**src/rtl/vga_sync_decoder_if.sv**
```systemverilog
// Sync input and recovered timing bundle for vga_sync_decoder.
// master drives the sync stream, slave is the decoder.
interface vga_sync_decoder_if;
   logic        px_en;
   logic        hsync_in;
   logic        vsync_in;
   logic [10:0] x;
   logic [10:0] y;
   logic [10:0] line_len;
   logic [10:0] frame_lines;
   logic        locked;
   logic        h_err;
   logic        v_err;

   modport master (
      output px_en, hsync_in, vsync_in,
      input  x, y, line_len, frame_lines, locked, h_err, v_err
   );

   modport slave (
      input  px_en, hsync_in, vsync_in,
      output x, y, line_len, frame_lines, locked, h_err, v_err
   );
endinterface

```
**src/rtl/vga_sync_decoder.sv**
```systemverilog
// Measures incoming VGA sync timing, recovers x/y coordinates
// and declares lock after a run of frames matching the expected mode.
module vga_sync_decoder #(
   parameter int PX_COUNT    = 800,
   parameter int LINE_COUNT  = 525,
   parameter int H_SYNC_X    = 704,
   parameter int V_SYNC_Y    = 523,
   parameter int LOCK_FRAMES = 2
) (
   input logic clk,
   input logic reset,
   vga_sync_decoder_if.slave bus
);
   localparam logic [11:0] PX_L    = 12'(PX_COUNT);
   localparam logic [10:0] PX_LAST = 11'(PX_COUNT - 1);
   localparam logic [10:0] LN      = 11'(LINE_COUNT);
   localparam logic [10:0] LN_LAST = 11'(LINE_COUNT - 1);
   localparam logic [10:0] HX      = 11'(H_SYNC_X);
   localparam logic [10:0] VY      = 11'(V_SYNC_Y);
   localparam logic [3:0]  LF      = 4'(LOCK_FRAMES);
   localparam logic [10:0] SAT     = 11'h7ff;

   typedef enum logic [1:0] {SEARCH, TRACK, LOCKED} state_t;

   state_t      state;
   logic        hs_d, vs_d, h_valid, v_valid, h_bad;
   logic [10:0] h_cnt, v_cnt;
   logic [3:0]  good_cnt;
   logic [10:0] x_q, y_q, len_q, fl_q;
   logic        lock_q, herr_q, verr_q;

   logic        hfall, vfall, h_cap, v_cap, h_to, v_to;
   logic        herr_n, verr_n, frame_ok, x_wrap;
   logic [11:0] h_len;
   logic [10:0] v_eff;
   logic [3:0]  good_inc;

   assign hfall    = bus.px_en & hs_d & ~bus.hsync_in;
   assign vfall    = bus.px_en & vs_d & ~bus.vsync_in;
   assign h_len    = {1'b0, h_cnt} + 12'd1;
   assign h_cap    = hfall & h_valid;
   assign v_cap    = vfall & v_valid;
   assign h_to     = bus.px_en & ~hfall & (h_cnt == SAT - 11'd1);
   assign v_to     = hfall & ~vfall & (v_cnt == SAT - 11'd1);
   // an H-fall coinciding with the V-fall belongs to the ending frame
   assign v_eff    = (hfall && v_cnt != SAT) ? v_cnt + 11'd1 : v_cnt;
   assign herr_n   = (h_cap & (h_len != PX_L)) | h_to;
   assign verr_n   = (v_cap & (v_eff != LN)) | v_to;
   assign frame_ok = (v_eff == LN) & ~h_bad & ~herr_n;
   assign good_inc = good_cnt + 4'd1;
   assign x_wrap   = (x_q == PX_LAST);

   assign bus.x           = x_q;
   assign bus.y           = y_q;
   assign bus.line_len    = len_q;
   assign bus.frame_lines = fl_q;
   assign bus.locked      = lock_q;
   assign bus.h_err       = herr_q;
   assign bus.v_err       = verr_q;

   always_ff @(posedge clk) begin
      if (reset) begin
         state    <= SEARCH;
         hs_d     <= 1'b1;
         vs_d     <= 1'b1;
         h_valid  <= 1'b0;
         v_valid  <= 1'b0;
         h_bad    <= 1'b0;
         h_cnt    <= '0;
         v_cnt    <= '0;
         good_cnt <= '0;
         x_q      <= '0;
         y_q      <= '0;
         len_q    <= '0;
         fl_q     <= '0;
         lock_q   <= 1'b0;
         herr_q   <= 1'b0;
         verr_q   <= 1'b0;
      end else begin
         herr_q <= 1'b0;
         verr_q <= 1'b0;
         if (bus.px_en) begin
            hs_d   <= bus.hsync_in;
            vs_d   <= bus.vsync_in;
            herr_q <= herr_n;
            verr_q <= verr_n;

            if (hfall) begin
               h_cnt <= '0;
               if (h_valid) len_q <= h_len[10:0];
               else         h_valid <= 1'b1;
            end else if (h_cnt != SAT) begin
               h_cnt <= h_cnt + 11'd1;
            end
            if (h_to) h_valid <= 1'b0;

            if (vfall) begin
               v_cnt <= '0;
               if (v_valid) fl_q <= v_eff;
               else         v_valid <= 1'b1;
            end else begin
               v_cnt <= v_eff;
            end
            if (v_to) v_valid <= 1'b0;

            if (hfall)       x_q <= HX;
            else if (x_wrap) x_q <= '0;
            else             x_q <= x_q + 11'd1;

            if (vfall)
               y_q <= VY;
            else if (x_wrap && !hfall)
               y_q <= (y_q == LN_LAST) ? '0 : y_q + 11'd1;

            if (vfall)       h_bad <= 1'b0;
            else if (herr_n) h_bad <= 1'b1;

            unique case (state)
               SEARCH: begin
                  if (vfall) begin
                     state    <= TRACK;
                     good_cnt <= '0;
                  end
               end
               TRACK: begin
                  if (h_to || v_to) begin
                     state    <= SEARCH;
                     good_cnt <= '0;
                  end else if (v_cap) begin
                     if (frame_ok) begin
                        good_cnt <= good_inc;
                        if (good_inc == LF) begin
                           state  <= LOCKED;
                           lock_q <= 1'b1;
                        end
                     end else begin
                        good_cnt <= '0;
                     end
                  end
               end
               LOCKED: begin
                  if (herr_n || verr_n) begin
                     state    <= SEARCH;
                     good_cnt <= '0;
                     lock_q   <= 1'b0;
                  end
               end
               default: state <= SEARCH;
            endcase
         end
      end
   end
endmodule

```
**src/flat_wrapper.sv**
```systemverilog
// flat-port wrapper written by rule: the top's interface ports become plain ports
module vga_sync_decoder_flat 
#(
   parameter int PX_COUNT    = 800,
   parameter int LINE_COUNT  = 525,
   parameter int H_SYNC_X    = 704,
   parameter int V_SYNC_Y    = 523,
   parameter int LOCK_FRAMES = 2
)
  (clk, reset, bus_px_en, bus_hsync_in, bus_vsync_in, bus_x, bus_y, bus_line_len, bus_frame_lines, bus_locked, bus_h_err, bus_v_err);
  vga_sync_decoder_if bus_i ();
  input logic clk;
  input logic reset;
  input wire logic [$bits(bus_i.px_en)-1:0] bus_px_en;
  input wire logic [$bits(bus_i.hsync_in)-1:0] bus_hsync_in;
  input wire logic [$bits(bus_i.vsync_in)-1:0] bus_vsync_in;
  output wire logic [$bits(bus_i.x)-1:0] bus_x;
  output wire logic [$bits(bus_i.y)-1:0] bus_y;
  output wire logic [$bits(bus_i.line_len)-1:0] bus_line_len;
  output wire logic [$bits(bus_i.frame_lines)-1:0] bus_frame_lines;
  output wire logic [$bits(bus_i.locked)-1:0] bus_locked;
  output wire logic [$bits(bus_i.h_err)-1:0] bus_h_err;
  output wire logic [$bits(bus_i.v_err)-1:0] bus_v_err;
  assign bus_i.px_en = bus_px_en;
  assign bus_i.hsync_in = bus_hsync_in;
  assign bus_i.vsync_in = bus_vsync_in;
  assign bus_x = bus_i.x;
  assign bus_y = bus_i.y;
  assign bus_line_len = bus_i.line_len;
  assign bus_frame_lines = bus_i.frame_lines;
  assign bus_locked = bus_i.locked;
  assign bus_h_err = bus_i.h_err;
  assign bus_v_err = bus_i.v_err;
  vga_sync_decoder #(.PX_COUNT(PX_COUNT), .LINE_COUNT(LINE_COUNT), .H_SYNC_X(H_SYNC_X), .V_SYNC_Y(V_SYNC_Y), .LOCK_FRAMES(LOCK_FRAMES)) u_core (.clk(clk), .reset(reset), .bus(bus_i));
endmodule
```
**config.mk**
```make
export PLATFORM = sky130hd
export DESIGN_NAME = vga_sync_decoder_flat
export DESIGN_NICKNAME = d
export VERILOG_FILES = /design/src/rtl/vga_sync_decoder_if.sv /design/src/rtl/vga_sync_decoder.sv /design/src/flat_wrapper.sv
export SDC_FILE = /design/constraint.sdc
export NUM_CORES = 1
export LEC_CHECK = 0
export ABC_AREA = 1
export BUFFER_PORTS_ARGS = -buffer_cell sky130_fd_sc_hd__buf_2
export CAP_MARGIN = 20
export CORE_MARGIN = 2
export CORE_UTILIZATION = 35
export DETAILED_ROUTE_END_ITERATION = 10
export GPL_TIMING_DRIVEN = 0
export HOLD_SLACK_MARGIN = 0.1
export PLACE_DENSITY = 0.54
export RECOVER_POWER = 100
export SLEW_MARGIN = 10
export SYNTH_ARGS = -nofsm -noshare
export SYNTH_HDL_FRONTEND = slang
export SYNTH_SLANG_ARGS = --single-unit
```
**constraint.sdc**
```tcl
create_clock -name clk -period 4.8 [get_ports clk]
set_input_delay 1.2 -clock clk [delete_from_list [all_inputs] [get_ports clk]]
set_output_delay 1.2 -clock clk [all_outputs]
set_load 0.02 [all_outputs]
```
==> results by group, run 1 <==
Timing
  – Fin. max-slew vios: 0
  – RSZ-0062 raised after global routing: no
  – Worst Tran Pin Value: 0.846 ns
  – Fmax: 303 MHz
  – Layout Skew: 0.00441 ns
  – Max_slew headroom: 43.6%
  – TNS Setup: 0 ns
  – Final WS setup: 1.49 ns
  – Setup violations, final: 0
  – Final hold viol count: 0
  – Tmin final: approximately 3.3 ns
  – Hold Slack: 0.459 ns
  – Crit share post-route: 68.9%

Final layout
  – ANT cells: 0
  – Layout cells sized above 1: 6.25%
  – Area Growth Syn to Fin: 15.0%
  – Final Net Count: ~680
  – Most frequent cells in the layout: nand2_1, inv_1, dfxtp_1
  – Most common cell after layout, fill and taps aside: nand2_1

Setup path
  – Worst setup path class: input port to flop
  – Crit path DAT: 3.53 ns
  – Crit. End Element: flop
  – Worst reg2reg path depth: 14
  – Critical path required time: slightly above 5 ns
  – CP Launch Type: input port
  – Crit-path max FO: 8

Detailed routing
  – Final WL: between 10000 and 15000 um
  – Avg Vias per Cell: around 5.0
  – Via Count: approximately 4000
  – 1st-iter DRT viols: 240
  – TritonRoute pass-1 iters: 5
  – Post-route ant nets: 0
  – Post-route DRC: 0
  – WL/cell: 13.4 um

Clocking
  – Clk Latency, worst-skew pair: 0.33 ns
  – TritonCTS clock tree: yes
  – CTS buffer count: 9
  – Setup Fix Bufs, Post-CTS: 0
  – TritonCTS Sinks: 80
  – Post-CTS Hold Buffers: 0
  – Clk pin slew, worst setup/hold paths: ~0.06 ns
  – Clock buffer depth: 2
  – H-tree Lvls: 3
  – CTS-repair resized insts: 0
  – CTS Root Cell: clkbuf_16

Global route
  – Pin count of the biggest net entering global routing: 13
  – Initial antenna violation count: 0
  – Number of global-route vias before repair: roughly 3900
  – Total grt overflow: 0
  – Gr usage total: 17.9%
  – First-pass GRT wire length: 18700 um

Logic synthesis
  – Syn Area/Cell: approximately 7 um^2
  – Async S/R FF share, synth: 0%
  – Largest family of logic cells by synthesized area: simple AND/OR/NAND/NOR gates
  – Synth Instances: 607
  – Adder-cell share of the synthesized area: approximately 2.7%
  – Simple-gate share of the synthesized area: 34.2%
  – Synth warn: 0
  – Flops & latches, synth: 80
  – EDFF count, synth: 0
  – Cell Area, Synth: 0.00420 mm^2
  – Sequential share of the synthesized area: 38.2%
  – Synth Area in Compound Gates: ~14%
  – Synth cell types: 40
  – Post-Synth XOR/XNOR Area: 1.25%
  – Syn nets: 621
  – Post-synthesis mux area share: 0%
  – Ys flop type: dfxtp_1

Power
  – PwrDens: 350 mW/mm^2
  – Worst VDD drop: 0.191 mV
  – Leak Pwr: roughly 1.9 nW

Floorplan
  – Starting Density: 36.3%
  – Die span in x: roughly 110 um
  – Core Footprint: 0.0116 mm^2
  – I/O Pins: 52
  – Row cnt: 39
  – Die Area: roughly 0.013 mm^2
  – Die Y: 113 um

Run status
  – Status: finished clean

Worst hold path
  – Hold Crit Depth: 2
  – Hold Crit Class: flop to flop

Place
  – Buffers on Ports: 50
  – Hpwl dp: 8220 um
  – Pre-CTS setup slack: 1.59 ns
  – GP Congestion: 0.856

Run
  – MaxCap Viol Count: 0
[cell families after synthesis]
logic type | after synthesis
XOR/XNOR | 6
AO/OA/AOI/OAI | 97
adder cells (fa/ha/maj) | 9
flip-flops | 80
buffers and inverters | 104
AND/OR/NAND/NOR | 311
[layout make-up]
cell class | count | area, um^2
timing repair buffer | 50 | 189
sequential | 80 | 1600
tap | 143 | 179
buffer | 17 | 76.3
fill | 1257 | 6740
inverter | 87 | 327
clock buffer | 11 | 243
clock inverter | 4 | 45.0
multi-input combinational | 423 | 2160
[synth_stat cells, types with 3 or more instances]
cell	instances	share of area, %
a211oi_1	4	0.72
a21oi_1	31	3.7
a221oi_1	5	1.0
a31oi_1	5	0.75
clkbuf_1	13	1.2
dfxtp_1	80	38
ha_1	9	2.7
inv_1	82	7.3
inv_2	5	0.45
nand2_1	143	13
nand2_2	8	1.2
nand3_1	33	3.9
nand3_2	7	1.7
nand3b_1	3	0.54
nand4_1	14	2.1
nor2_1	53	4.7
nor2_2	5	0.75
nor2_4	4	1.1
nor3_1	34	4.1
o211ai_1	16	2.9
o21a_1	4	0.72
o21ai_0	24	2.9
o21bai_1	4	0.72
xor2_1	5	1.0
[registers in the layout (all words and copies together) (netlist names)]
signal,flops
u_core.h_valid,1
u_core.hs_d,1
u_core.state,2
u_core.h_cnt,11
u_core.bus.x,11
u_core.v_valid,1
u_core.bus.y,11
u_core.bus.frame_lines,11
u_core.v_cnt,11
u_core.bus.line_len,11
u_core.bus.v_err,1
u_core.bus.h_err,1
u_core.h_bad,1
u_core.good_cnt,4
u_core.bus.locked,1
u_core.vs_d,1
[worst paths after layout]
check               startpoint                  to  slack [ns]
max                  bus_px_en  u_core.good_cnt[2]        1.49
min          u_core.bus.locked   u_core.bus.locked        0.46
max reg2reg    u_core.v_cnt[1]  u_core.good_cnt[2]        2.20
min reg2reg  u_core.bus.locked   u_core.bus.locked        0.46
[power by group]
part	total [W]	internal, W	leakage, nW	switching (W)
clock	0.000675	0.000412	0.145	0.000264
sequential	0.000745	0.000707	0.650	0.0000389
combinational	0.000269	0.0000902	1.13	0.000178
total	0.00169	0.00121	1.93	0.000481
[through the flow]
step | instances | utilization (%) | area [um^2] | power, W
floorplan | 607 | - | 4200 | 0.000964
global placement | 800 | 40.0 | 4620 | 0.00103
detailed placement | 800 | 40.0 | 4620 | 0.00103
CTS | 815 | 42.5 | 4910 | 0.00172
global route | 815 | 41.7 | 4820 | 0.00179
finish | 815 | 41.7 | 4820 | 0.00169
[routing by layer]
layer	wire length (um)	up-vias	track usage [%]
li1	-	2116	-
met1	5350	1874	24.4
met2	4890	104	29.0
met3	571	8	3.24
met4	104	0	5.53
met5	0	-	0
[critical path, cell delays in order]
cell	delay [ns]
clkbuf_1	0.23
nand3_1	0.28
nor2_1	0.40
nand3_2	0.15
nand2_1	0.08
nand2_1	0.13
nand2_1	0.10
nor2_1	0.05
nand3_1	0.11
nand2_1	0.09
nand3_1	0.17
nand3_1	0.25
a31oi_1	0.23
nor2_1	0.05
Note: power is estimated with default switching activity, not from simulation.
==> run 2, diff against run 1 <==
Settings changed: ABC_AREA 1 to 0.
Clock period 4.8 ns to 3.1 ns, I/O delays scaled along.
==> run 2 against run 1 <==
Setup slack worse by 1.3 ns. Clock-buffer cell count grew 1. Register-to-register slack got worse by 1.9 ns. Clock power is 72% higher. Cell count fell by 13%. Non-clock buffer count is 5 higher. Critical path type unchanged. Critical endpoint is now u_core.state[0].
==> results by group, run 2 <==
Place
  – Buffers on Ports: 51 (was 50)
  – Placed insts: 694 (was 800)
  – GP Congestion: 0.832 (was 0.856)
  – Pre-CTS setup slack: -0.110 ns (was 1.59 ns)
  – Placed Area: 0.00445 mm^2 (was 0.00462 mm^2)
  – Hpwl dp: 7600 um (was 8220 um)

Logic synthesis
  – Main area contributors after synthesis: dfxtp_1, nor2_1, a21oi_1, nand2_1, a211oi_1 (was dfxtp_1, nand2_1, inv_1, nor2_1, nor3_1)
  – Synth Instances: 500 (was 607)
  – Syn Area/Cell: 8.04 um^2 (was 6.91 um^2)
  – EDFF count, synth: 0 (unchanged)
  – Sequential share of the synthesized area: 39.9% (was 38.2%)
  – Async S/R FF share, synth: 0% (unchanged)
  – Cell with the most instances after synthesis: nor2_1 (was nand2_1)
  – Flops & latches, synth: 80 (unchanged)
  – Synth cell types: 65 (was 40)
  – Syn nets: 514 (was 621)
  – Top-area cell type share of the netlist area: 39.9% (was 38.2%)
  – Commonest cells post-synth: nor2_1, dfxtp_1, nand2_1 (was nand2_1, inv_1, dfxtp_1)
  – Ys flop type: dfxtp_1 (unchanged)
  – Synth warn: 0 (unchanged)
  – Cell Area, Synth: 0.00402 mm^2 (was 0.00420 mm^2)
  – Synth area leader: dfxtp_1 (unchanged)

Timing
  – Max_slew headroom: 52.0% (was 43.6%)
  – Worst Tran Pin Value: 0.713 ns (was 0.846 ns)
  – Crit share post-route: 92.1%
  – RSZ-0062 raised after global routing: no (unchanged)
  – Final WS setup: 0.244 ns (was 1.49 ns)
  – TNS Setup: 0 ns (unchanged)
  – Layout Skew: 0.00828 ns (was 0.00441 ns)
  – Fin. max-slew vios: 0 (unchanged)
  – Fmax: between 300 and 400 MHz
  – Final hold viol count: 0 (unchanged)
  – Setup violations, final: 0 (unchanged)
  – Tmin final: between 2 and 3 ns

Setup path
  – Critical path required time: 3.33 ns (was 5.03 ns)
  – R2R Setup Slk: 0.28 ns (was 2.20 ns)
  – End of the critical path: u_core.state[0] (was u_core.good_cnt[2])
  – Crit. End Element: flop (unchanged)
  – RR Startpoint: u_core.h_cnt[0] (was u_core.v_cnt[1])
  – Crit-path max FO: 10 (was 8)
  – Worst setup path class: input port to flop (unchanged)
  – Worst setup path start: bus_px_en (unchanged)
  – RR Endpoint: u_core.good_cnt[1] (was u_core.good_cnt[2])
  – Worst reg2reg path depth: 10 (was 14)
  – CP Launch Type: input port (unchanged)
  – Crit path DAT: 3.09 ns (was 3.53 ns)

Final layout
  – Fin area: 0.00473 mm^2 (was 0.00482 mm^2)
  – Fin cells: 709 (was 815)
  – Most frequent cells in the layout: nor2_1, dfxtp_1, clkbuf_1 (was nand2_1, inv_1, dfxtp_1)
  – Layout cells sized above 1: 7.24% (was 6.25%)
  – Final Net Count: 576 (was 682)
  – Most common cell after layout, fill and taps aside: nor2_1 (was nand2_1)
  – ANT cells: 0 (unchanged)
  – Area Growth Syn to Fin: 17.7% (was 15.0%)
  – Final Core Density: 41.8% (was 41.7%)

Clocking
  – TritonCTS clock tree: yes (unchanged)
  – CTS buffer count: 9 (unchanged)
  – Clock buffer depth: 2 (unchanged)
  – CTS Root Cell: clkbuf_16 (unchanged)
  – Clk Latency, worst-skew pair: 0.34 ns (was 0.33 ns)
  – Post-CTS Hold Buffers: 0 (unchanged)
  – H-tree Lvls: 3 (unchanged)
  – Clk pin slew, worst setup/hold paths: 0.06 ns (about the same)
  – TritonCTS Sinks: 80 (unchanged)

Global route
  – First-pass GRT wire length: 17100 um (was 18700 um)
  – Number of global-route vias before repair: 3419 (was 3896)
  – Gr usage total: 17.2% (was 17.9%)
  – Pin count of the biggest net entering global routing: 13 (unchanged)
  – Initial antenna violation count: 0 (unchanged)
  – Total grt overflow: 0 (unchanged)

Detailed routing
  – Post-route ant nets: 0 (unchanged)
  – Final WL: 10400 um (was 10900 um)
  – Avg Vias per Cell: 5.25 (was 5.03)
  – TritonRoute pass-1 iters: 4 (was 5)
  – Via Count: 3719 (was 4102)
  – WL/cell: 14.7 um (was 13.4 um)
  – Post-route DRC: 0 (unchanged)
  – 1st-iter DRT viols: 215 (was 240)

Run status
  – Status: finished clean (unchanged)

Worst hold path
  – Hold Crit Class: flop to flop (unchanged)
  – Hold Crit Depth: 2 (unchanged)

Floorplan
  – Die span in x: 111 um (was 113 um)
  – I/O Pins: 52 (unchanged)
  – Starting Density: 35.5% (was 36.3%)
  – Core Footprint: 0.0113 mm^2 (was 0.0116 mm^2)
  – Row cnt: 39 (unchanged)
  – Die Area: 0.0124 mm^2 (was 0.0129 mm^2)
  – Die Y: 111 um (was 113 um)

Power
  – Leak Pwr: 1.60 nW (was 1.93 nW)
  – Worst VDD drop: 0.266 mV (was 0.191 mV)
  – PwrDens: 515 mW/mm^2 (was 350 mW/mm^2)

Run
  – MaxCap Viol Count: 0 (unchanged)
run 2: cells by family (layout without fill, tap and decap cells):
family	count (synthesis)	in the layout	synth area share, %
adder cells (fa/ha/maj)	9	9	2.80
AND/OR/NAND/NOR	242	242	30.8
XOR/XNOR	23	23	5.01
flip-flops	80	80	39.9
multiplexers	5	5	1.40
AO/OA/AOI/OAI	109	109	17.0
buffers and inverters	32	98	3.11
run 2: area by class of cell:
| type | instances | area [um^2] |
|---|---|---|
| Clock inverter | 3 | 65.1 |
| Multi-Input combinational cell | 388 | 2310 |
| Timing Repair Buffer | 51 | 194 |
| Sequential cell | 80 | 1600 |
| Buffer | 21 | 83.8 |
| Tap cell | 143 | 179 |
| Inverter | 11 | 41.3 |
| Clock buffer | 12 | 256 |
| Fill cell | 1205 | 6590 |
run 2: what timing repair did:
item / in CTS / in global routing
resized for setup: 0 / 3
setup endpoints to repair: 0 / 6
setup buffers: 0 / 0
endpoints found under the hold margin: 0 / 0
run 2: how the worst min path moves through the flow:
stage | from | endpoint | slack [ns]
3_5_place_dp | u_core.bus.frame_lines[2] | u_core.bus.frame_lines[2] | 0.45
5_1_grt | u_core.bus.frame_lines[2] | u_core.bus.frame_lines[2] | 0.49
2_1_floorplan | u_core.good_cnt[3] | u_core.good_cnt[3] | 0.45
4_1_cts | u_core.bus.frame_lines[2] | u_core.bus.frame_lines[2] | 0.47
6_report | u_core.bus.frame_lines[2] | u_core.bus.frame_lines[2] | 0.48
3_3_place_gp | u_core.bus.frame_lines[2] | u_core.bus.frame_lines[2] | 0.46
run 2: power breakdown:
group	leakage (nW)	internal (W)	switching (W)
Combinational	0.789	0.0000654	0.000133
Clock	0.159	0.000744	0.000414
Sequential	0.648	0.00105	0.0000270
Total	1.60	0.00186	0.000574
run 2: per-layer routing:
metal	vias up	part of all wire (%)	wire, um	GRT usage [%]
met3	12	5.1	535	3.72
met1	1712	50	5170	24.1
met2	82	43	4520	25.8
li1	1913	-	-	-
met5	-	0	0	0
met4	0	1.7	182	7.00
run 2: stage by stage:
| stage | total power, W | hold slack (ns) |
|---|---|---|
| final | 0.00244 | 0.477 |
| after global placement | 0.00130 | 0.461 |
| after global routing | 0.00253 | 0.490 |
| after CTS | 0.00246 | 0.471 |
| after detailed placement | 0.00131 | 0.453 |
| after floorplan | 0.00124 | 0.449 |
run 2: critical path, stage by stage:
cell     delay (ns)
buf_2          0.11
buf_2          0.23
nand2_1        0.26
nor4_2         0.62
o32a_2         0.35
o41ai_1        0.08
o21ai_1        0.24
o21ai_2        0.11
mux2_4         0.30
